### config.mk
export PLATFORM = sky130hd
export DESIGN_NAME = pspi_slave_rx_flat
export DESIGN_NICKNAME = d
export VERILOG_FILES = /design/src/rtl/pspi_slave_rx_if.sv /design/src/rtl/pspi_slave_rx.sv /design/src/flat_wrapper.sv
export SDC_FILE = /design/constraint.sdc
export NUM_CORES = 1
export LEC_CHECK = 0
export ABC_AREA = 1
export CORE_ASPECT_RATIO = 0.7
export CORE_MARGIN = 5
export CORE_UTILIZATION = 30
export DETAILED_ROUTE_END_ITERATION = 6
export GPL_TIMING_DRIVEN = 1
export HOLD_SLACK_MARGIN = 0.05
export PLACE_DENSITY_LB_ADDON = 0.3
export SLEW_MARGIN = 20
export SYNTH_ARGS = -nofsm -noshare
export SYNTH_HDL_FRONTEND = slang
export SYNTH_SLANG_ARGS = --single-unit
### constraint.sdc
create_clock -name clk_in -period 1.7 [get_ports clk_in]
set_input_delay 0.17 -clock clk_in [delete_from_list [all_inputs] [get_ports clk_in]]
set_output_delay 0.17 -clock clk_in [all_outputs]
set_load 0.005 [all_outputs]
### src/rtl/pspi_slave_rx_if.sv
// PSPI slave receive bus: serial pins from the master plus received-byte outputs.
// err_count exists only when PSPI_ERR_COUNT_EN is defined.
interface pspi_slave_rx_if;
  logic       sclk;
  logic       select;
  logic       mosi;
  logic       miso;
  logic [7:0] data_out;
  logic       data_valid;
  logic       parity_err;
  logic       frame_err;
`ifdef PSPI_ERR_COUNT_EN
  logic [7:0] err_count;

  modport master (
    output sclk, select, mosi,
    input  miso, data_out, data_valid,
    input  parity_err, frame_err, err_count
  );

  modport slave (
    input  sclk, select, mosi,
    output miso, data_out, data_valid,
    output parity_err, frame_err, err_count
  );
`else
  modport master (
    output sclk, select, mosi,
    input  miso, data_out, data_valid,
    input  parity_err, frame_err
  );

  modport slave (
    input  sclk, select, mosi,
    output miso, data_out, data_valid,
    output parity_err, frame_err
  );
`endif
endinterface

### src/rtl/pspi_slave_rx.sv
// PSPI slave receiver: 8 data bits + parity per frame, retransmit request on miso.
// Optional saturating error counter enabled by defining PSPI_ERR_COUNT_EN.
module pspi_slave_rx #(
  parameter int SYNC_STAGES = 2,
  parameter bit PARITY_ODD  = 1'b0
) (
  input logic           clk_in,
  input logic           rst,
  pspi_slave_rx_if.slave bus
);

  typedef enum logic [1:0] {
    IDLE,
    SHIFT,
    RESP,
    CHECK
  } state_t;

  logic [SYNC_STAGES-1:0] sclk_sync_q, sclk_sync_d;
  logic [SYNC_STAGES-1:0] sel_sync_q, sel_sync_d;
  logic [SYNC_STAGES-1:0] mosi_sync_q, mosi_sync_d;
  logic                   sclk_prev_q, sclk_prev_d;
  logic                   sel_prev_q, sel_prev_d;
  logic [2:0]             flush_q, flush_d;
  logic                   armed_q, armed_d;

  logic sclk_s, sel_s, mosi_s;
  logic sclk_rise, sclk_fall;
  logic sel_rise, sel_fall;

  state_t     state_q, state_d;
  logic [3:0] cnt_q, cnt_d, cnt_inc;
  logic [7:0] shift_q, shift_d;
  logic       perr_q, perr_d;
  logic       miso_q, miso_d;
  logic [7:0] data_q, data_d;
  logic       valid_q, valid_d;
  logic       perr_pls_q, perr_pls_d;
  logic       ferr_q, ferr_d;
`ifdef PSPI_ERR_COUNT_EN
  logic [7:0] err_cnt_q, err_cnt_d;
`endif

  assign sclk_s = sclk_sync_q[SYNC_STAGES-1];
  assign sel_s  = sel_sync_q[SYNC_STAGES-1];
  assign mosi_s = mosi_sync_q[SYNC_STAGES-1];

  assign sclk_rise = sclk_s & ~sclk_prev_q;
  assign sclk_fall = ~sclk_s & sclk_prev_q;
  assign sel_rise  = sel_s & ~sel_prev_q;
  // A select low seen straight after reset belongs to an interrupted
  // frame; only accept a fall once select was seen high post-flush.
  assign sel_fall  = armed_q & ~sel_s & sel_prev_q;

  // Synchronizer shift, edge history and post-reset arming.
  always_comb begin
    sclk_sync_d = {sclk_sync_q[SYNC_STAGES-2:0], bus.sclk};
    sel_sync_d  = {sel_sync_q[SYNC_STAGES-2:0], bus.select};
    mosi_sync_d = {mosi_sync_q[SYNC_STAGES-2:0], bus.mosi};
    sclk_prev_d = sclk_s;
    sel_prev_d  = sel_s;
    flush_d     = flush_q;
    if (flush_q != 3'(SYNC_STAGES)) begin
      flush_d = flush_q + 3'd1;
    end
    armed_d = armed_q |
              ((flush_q == 3'(SYNC_STAGES)) & sel_s);
  end

  // Synchronizer and edge-detect registers.
  always_ff @(posedge clk_in or posedge rst) begin
    if (rst) begin
      sclk_sync_q <= '0;
      sel_sync_q  <= '1;
      mosi_sync_q <= '0;
      sclk_prev_q <= 1'b0;
      sel_prev_q  <= 1'b1;
      flush_q     <= 3'd0;
      armed_q     <= 1'b0;
    end else begin
      sclk_sync_q <= sclk_sync_d;
      sel_sync_q  <= sel_sync_d;
      mosi_sync_q <= mosi_sync_d;
      sclk_prev_q <= sclk_prev_d;
      sel_prev_q  <= sel_prev_d;
      flush_q     <= flush_d;
      armed_q     <= armed_d;
    end
  end

  assign cnt_inc = (cnt_q == 4'hF) ? cnt_q : cnt_q + 4'd1;

  // Frame FSM next-state and registered-output logic.
  always_comb begin
    state_d    = state_q;
    cnt_d      = cnt_q;
    shift_d    = shift_q;
    perr_d     = perr_q;
    miso_d     = miso_q;
    data_d     = data_q;
    valid_d    = 1'b0;
    perr_pls_d = 1'b0;
    ferr_d     = 1'b0;
    unique case (state_q)
      IDLE: begin
        miso_d = 1'b0;
        if (sel_fall) begin
          state_d = SHIFT;
          cnt_d   = 4'd0;
          shift_d = 8'h00;
          perr_d  = 1'b0;
        end
      end
      SHIFT: begin
        miso_d = 1'b0;
        if (sel_rise) begin
          state_d = CHECK;
        end else if (sclk_rise) begin
          cnt_d = cnt_inc;
          if (cnt_q < 4'd8) begin
            shift_d = {shift_q[6:0], mosi_s};
          end else begin
            perr_d  = (^{shift_q, mosi_s}) ^ PARITY_ODD;
            state_d = RESP;
          end
        end
      end
      RESP: begin
        if (sel_rise) begin
          state_d = CHECK;
          miso_d  = 1'b0;
        end else begin
          if (sclk_rise) begin
            cnt_d = cnt_inc;
          end
          if (sclk_fall) begin
            miso_d = perr_q;
          end
        end
      end
      CHECK: begin
        miso_d = 1'b0;
        if (cnt_q != 4'd10) begin
          ferr_d = 1'b1;
        end else if (perr_q) begin
          perr_pls_d = 1'b1;
        end else begin
          data_d  = shift_q;
          valid_d = 1'b1;
        end
        if (sel_fall) begin
          state_d = SHIFT;
          cnt_d   = 4'd0;
          shift_d = 8'h00;
          perr_d  = 1'b0;
        end else begin
          state_d = IDLE;
        end
      end
      default: begin
        state_d = IDLE;
        miso_d  = 1'b0;
      end
    endcase
  end

`ifdef PSPI_ERR_COUNT_EN
  // Saturating count of rejected frames.
  always_comb begin
    err_cnt_d = err_cnt_q;
    if ((perr_pls_d | ferr_d) && (err_cnt_q != 8'hFF)) begin
      err_cnt_d = err_cnt_q + 8'd1;
    end
  end
`endif

  // Frame FSM state and outputs.
  always_ff @(posedge clk_in or posedge rst) begin
    if (rst) begin
      state_q    <= IDLE;
      cnt_q      <= 4'd0;
      shift_q    <= 8'h00;
      perr_q     <= 1'b0;
      miso_q     <= 1'b0;
      data_q     <= 8'h00;
      valid_q    <= 1'b0;
      perr_pls_q <= 1'b0;
      ferr_q     <= 1'b0;
`ifdef PSPI_ERR_COUNT_EN
      err_cnt_q  <= 8'h00;
`endif
    end else begin
      state_q    <= state_d;
      cnt_q      <= cnt_d;
      shift_q    <= shift_d;
      perr_q     <= perr_d;
      miso_q     <= miso_d;
      data_q     <= data_d;
      valid_q    <= valid_d;
      perr_pls_q <= perr_pls_d;
      ferr_q     <= ferr_d;
`ifdef PSPI_ERR_COUNT_EN
      err_cnt_q  <= err_cnt_d;
`endif
    end
  end

  assign bus.miso       = miso_q;
  assign bus.data_out   = data_q;
  assign bus.data_valid = valid_q;
  assign bus.parity_err = perr_pls_q;
  assign bus.frame_err  = ferr_q;
`ifdef PSPI_ERR_COUNT_EN
  assign bus.err_count  = err_cnt_q;
`endif

endmodule

### src/flat_wrapper.sv
// flat-port wrapper written by rule: the top's interface ports become plain ports
module pspi_slave_rx_flat 
#(
  parameter int SYNC_STAGES = 2,
  parameter bit PARITY_ODD  = 1'b0
)
  (clk_in, rst, bus_sclk, bus_select, bus_mosi, bus_miso, bus_data_out, bus_data_valid, bus_parity_err, bus_frame_err);
  pspi_slave_rx_if bus_i ();
  input logic clk_in;
  input logic rst;
  input wire logic [$bits(bus_i.sclk)-1:0] bus_sclk;
  input wire logic [$bits(bus_i.select)-1:0] bus_select;
  input wire logic [$bits(bus_i.mosi)-1:0] bus_mosi;
  output wire logic [$bits(bus_i.miso)-1:0] bus_miso;
  output wire logic [$bits(bus_i.data_out)-1:0] bus_data_out;
  output wire logic [$bits(bus_i.data_valid)-1:0] bus_data_valid;
  output wire logic [$bits(bus_i.parity_err)-1:0] bus_parity_err;
  output wire logic [$bits(bus_i.frame_err)-1:0] bus_frame_err;
  assign bus_i.sclk = bus_sclk;
  assign bus_i.select = bus_select;
  assign bus_i.mosi = bus_mosi;
  assign bus_miso = bus_i.miso;
  assign bus_data_out = bus_i.data_out;
  assign bus_data_valid = bus_i.data_valid;
  assign bus_parity_err = bus_i.parity_err;
  assign bus_frame_err = bus_i.frame_err;
  pspi_slave_rx #(.SYNC_STAGES(SYNC_STAGES), .PARITY_ODD(PARITY_ODD)) u_core (.clk_in(clk_in), .rst(rst), .bus(bus_i));
endmodule
==> out/qor.yml <==
status:
  status: "finished, final reports clean"
critical_path:
  crit_fanout: 10
  cp-start-kind: "register"
  cp.arrival_ps: 1690
  crit_type: "reg -> reg"
  crit_top_cell: "nand3_1"
  cp_slowest_cell: "dfrtp_1"
  cp-end-kind: "register"
  cpPeakStageDelay_ps: 400
  cp.required_ps: 1860
  crit_chain: "inv_1, ha_1, nand3_1, nand2_2, nor2_4, buf_12, nand3_1, o21ai_0"
cts:
  clock_path_buffers: 2
  cts_max_level: 2
  clkTransAtPathRegs_ps: 70
  cts_tree: "done"
  clk_latency_ps: 280
  cts_hold_buf: 0
  numClockSinks: 39
  cts_root_buf: "clkbuf_8"
  numCtsBuffers: 5
routing:
  drc_errors: 0
  drt-wirelength-per-cell_um: 11.4
  drtIter0Drc: 79
  first_pass_iters: 4
  ant_nets: 0
  vias: 1362
  routed_via_density: 4.35
  wl_um: 3560
timing:
  fin_skew_ps: 4.52
  timing.fmax_ghz: 0.654
  rsz0062_at_grt: "false"
  fin_tns_setup_ps: 0
  tightest_slew_ps: 351
  min_period_ps: 1530
  period_share_pct: 89.9
  setup_viol: 0
  maxSlewViolCount: 0
  hold_viol: 0
  max_slew_margin_pct: 76.6
logic_synthesis:
  synth_top_area_share_pct: 48.3
  synth_nets: 222
  synthCells: 209
  synth_seq_area_share_pct: 52.5
  ys_types: 26
  avgSynthCellArea_um2: 8.93
  yosys-top-cells-area: "dfrtp_1 48%, nand2_1 10%, inv_1 6.0%"
  netlist_area_mm2: 0.00187
  synth_area_leader_cell: "dfrtp_1"
  ys_ff_latch: 39
  yosysWarnings: 0
power_and_ir_drop:
  p_per_area_mw_per_mm2: 1330
  cellLeakagePower_nw: 1.09
  vdd_drop_max_mv: 0.636
  finalPower_mw: 3.00
grt:
  grt.total_usage_pct: 9.87
  grtUsageMet3_pct: 3.73
  first_global_vias: 1358
  grt_start_max_net_pins: 26
  grt_overflow_total: 0
  grt_use_met1_pct: 14.6
  antenna_found_initial: 0
  grt_pass1_wl_um: 6330
  grt_busiest_layer: "met1"
  grt_util_met2_pct: 12.3
floorplan:
  start_util_pct: 30.5
  num_io_pins: 17
  placementRows: 24
  die_x_um: 104
  die_h_um: 76
  coreArea_mm2: 0.00613
  die-area_mm2: 0.00793
place:
  dp_hpwl_um: 2650
  gp_congestion: 0.841
  port-buffer-count: 16
finish:
  layout_common_cells: "52 x nand2_1, 36 x dfrtp_1, 30 x inv_1"
  area.growth.synth_to_final_pct: 21.0
  nFillCells: 658
  layout-drive-gt1-share_pct: 14.5
  nets: 247
  layout_commonest_cell: "nand2_1"
  antenna_cells: 0
hold_path:
  hp-class: "in -> async"
flow_run:
  drv_cap: 0
==> path summary, 6_finish.rpt <==
check	start	to	slack, ps	depth (start not counted)
worst max-delay path	u_core.state_q[1]$_DFFE_PP0P_	u_core.shift_q[4]$_DFFE_PP0P_	170	8
worst min-delay path	rst	u_core.cnt_q[2]$_DFFE_PP0P_	210	3
worst max register to register	u_core.state_q[1]$_DFFE_PP0P_	u_core.shift_q[4]$_DFFE_PP0P_	170	8
worst min register to register	u_core.mosi_sync_q[0]$_DFF_PP0_	u_core.mosi_sync_q[1]$_DFF_PP0_	350	0
max in group asynchronous	rst	u_core.mosi_sync_q[1]$_DFF_PP0_	1180	3
min in group clk_in	bus_select	u_core.sel_sync_q[0]$_DFF_PP1_	300	1
==> registers in the layout, summed over array words and instances (netlist names), 2 cells and up <==
signal               count
u_core.bus.data_out      8
u_core.cnt_q             4
u_core.flush_q           3
u_core.mosi_sync_q       2
u_core.sclk_sync_q       2
u_core.sel_sync_q        2
u_core.shift_q           8
u_core.state_q           2
==> cell type report <==
type                            count  area (um2)  share of cell area, %
Tap cell                           78        97.6                   4.32
Sequential cell                    39         980                   43.4
Clock buffer                        8         100                   4.43
Inverter                           32         120                   5.32
Multi-Input combinational cell    135         752                   33.3
Timing Repair Buffer               21         210                   9.30
==> power breakdown <==
part	switching (mW)	leakage, nW	total (mW)	internal, mW
combinational	0.688	0.534	1.17	0.480
sequential	0.117	0.504	1.16	1.05
clock	0.302	0.0515	0.672	0.370
==> what timing repair did <==
action	in CTS	in global routing
setup buffers	0	2
resized for setup	0	1
setup endpoints to repair	0	9
==> metal layers <==
| layer | routed length [um] | vias up | part of all wire [%] |
|---|---|---|---|
| li1 | - | 707 | - |
| met1 | 1960 | 623 | 55 |
| met2 | 1350 | 30 | 38 |
| met3 | 210 | 2 | 5.9 |
| met4 | 44 | 0 | 1.2 |
| met5 | 0 | - | 0 |
==> cell usage after synthesis <==
| cell | instances |
|---|---|
| nand3_1 | 18 |
| o211ai_1 | 1 |
| nand3_2 | 1 |
| inv_2 | 2 |
| xnor2_1 | 2 |
| inv_1 | 30 |
| nand4_2 | 1 |
| a311oi_1 | 1 |
| dfstp_2 | 3 |
| nor2_4 | 2 |
| nor2_1 | 14 |
| nand2_1 | 52 |
| nor3_1 | 1 |
| nand2_2 | 2 |
| xor2_1 | 1 |
| a21oi_1 | 2 |
| or2_1 | 1 |
| o21bai_1 | 1 |
| ha_1 | 8 |
| a22oi_1 | 1 |
| o21ai_2 | 9 |
| nor2_2 | 1 |
| dfrtp_1 | 36 |
| buf_6 | 2 |
| buf_2 | 1 |
| o21ai_0 | 16 |
==> through the flow <==
stage               util, %  instance area, um2  instances  hold slack [ps]  worst slack, ps
finish                 36.9                2260        313              206              171
detailed placement     34.6                2120        303              339             97.0
floorplan                 -                1870        209              174              283
global placement       34.6                2120        303              335              166
global route           36.9                2260        313              228             45.9
CTS                    36.2                2220        311              206             72.0
==> cell families after synthesis <==
logic type,after synthesis,synth area share (%)
AO/OA/AOI/OAI,31,10.7
adder cells (fa/ha/maj),8,5.36
AND/OR/NAND/NOR,93,22.1
XOR/XNOR,3,1.41
buffers and inverters,35,7.91
flip-flops,39,52.5
==> worst max-delay path, delay by kind of cell (launching register included) <==
family / cells / cell delay (ps)
AO/OA/AOI/OAI: 1 / 80
AND/OR/NAND/NOR: 4 / 400
buffers and inverters: 2 / 260
flip-flops: 1 / 400
adder cells (fa/ha/maj): 1 / 270
No activity file was read; power rests on OpenSTA's default activity.
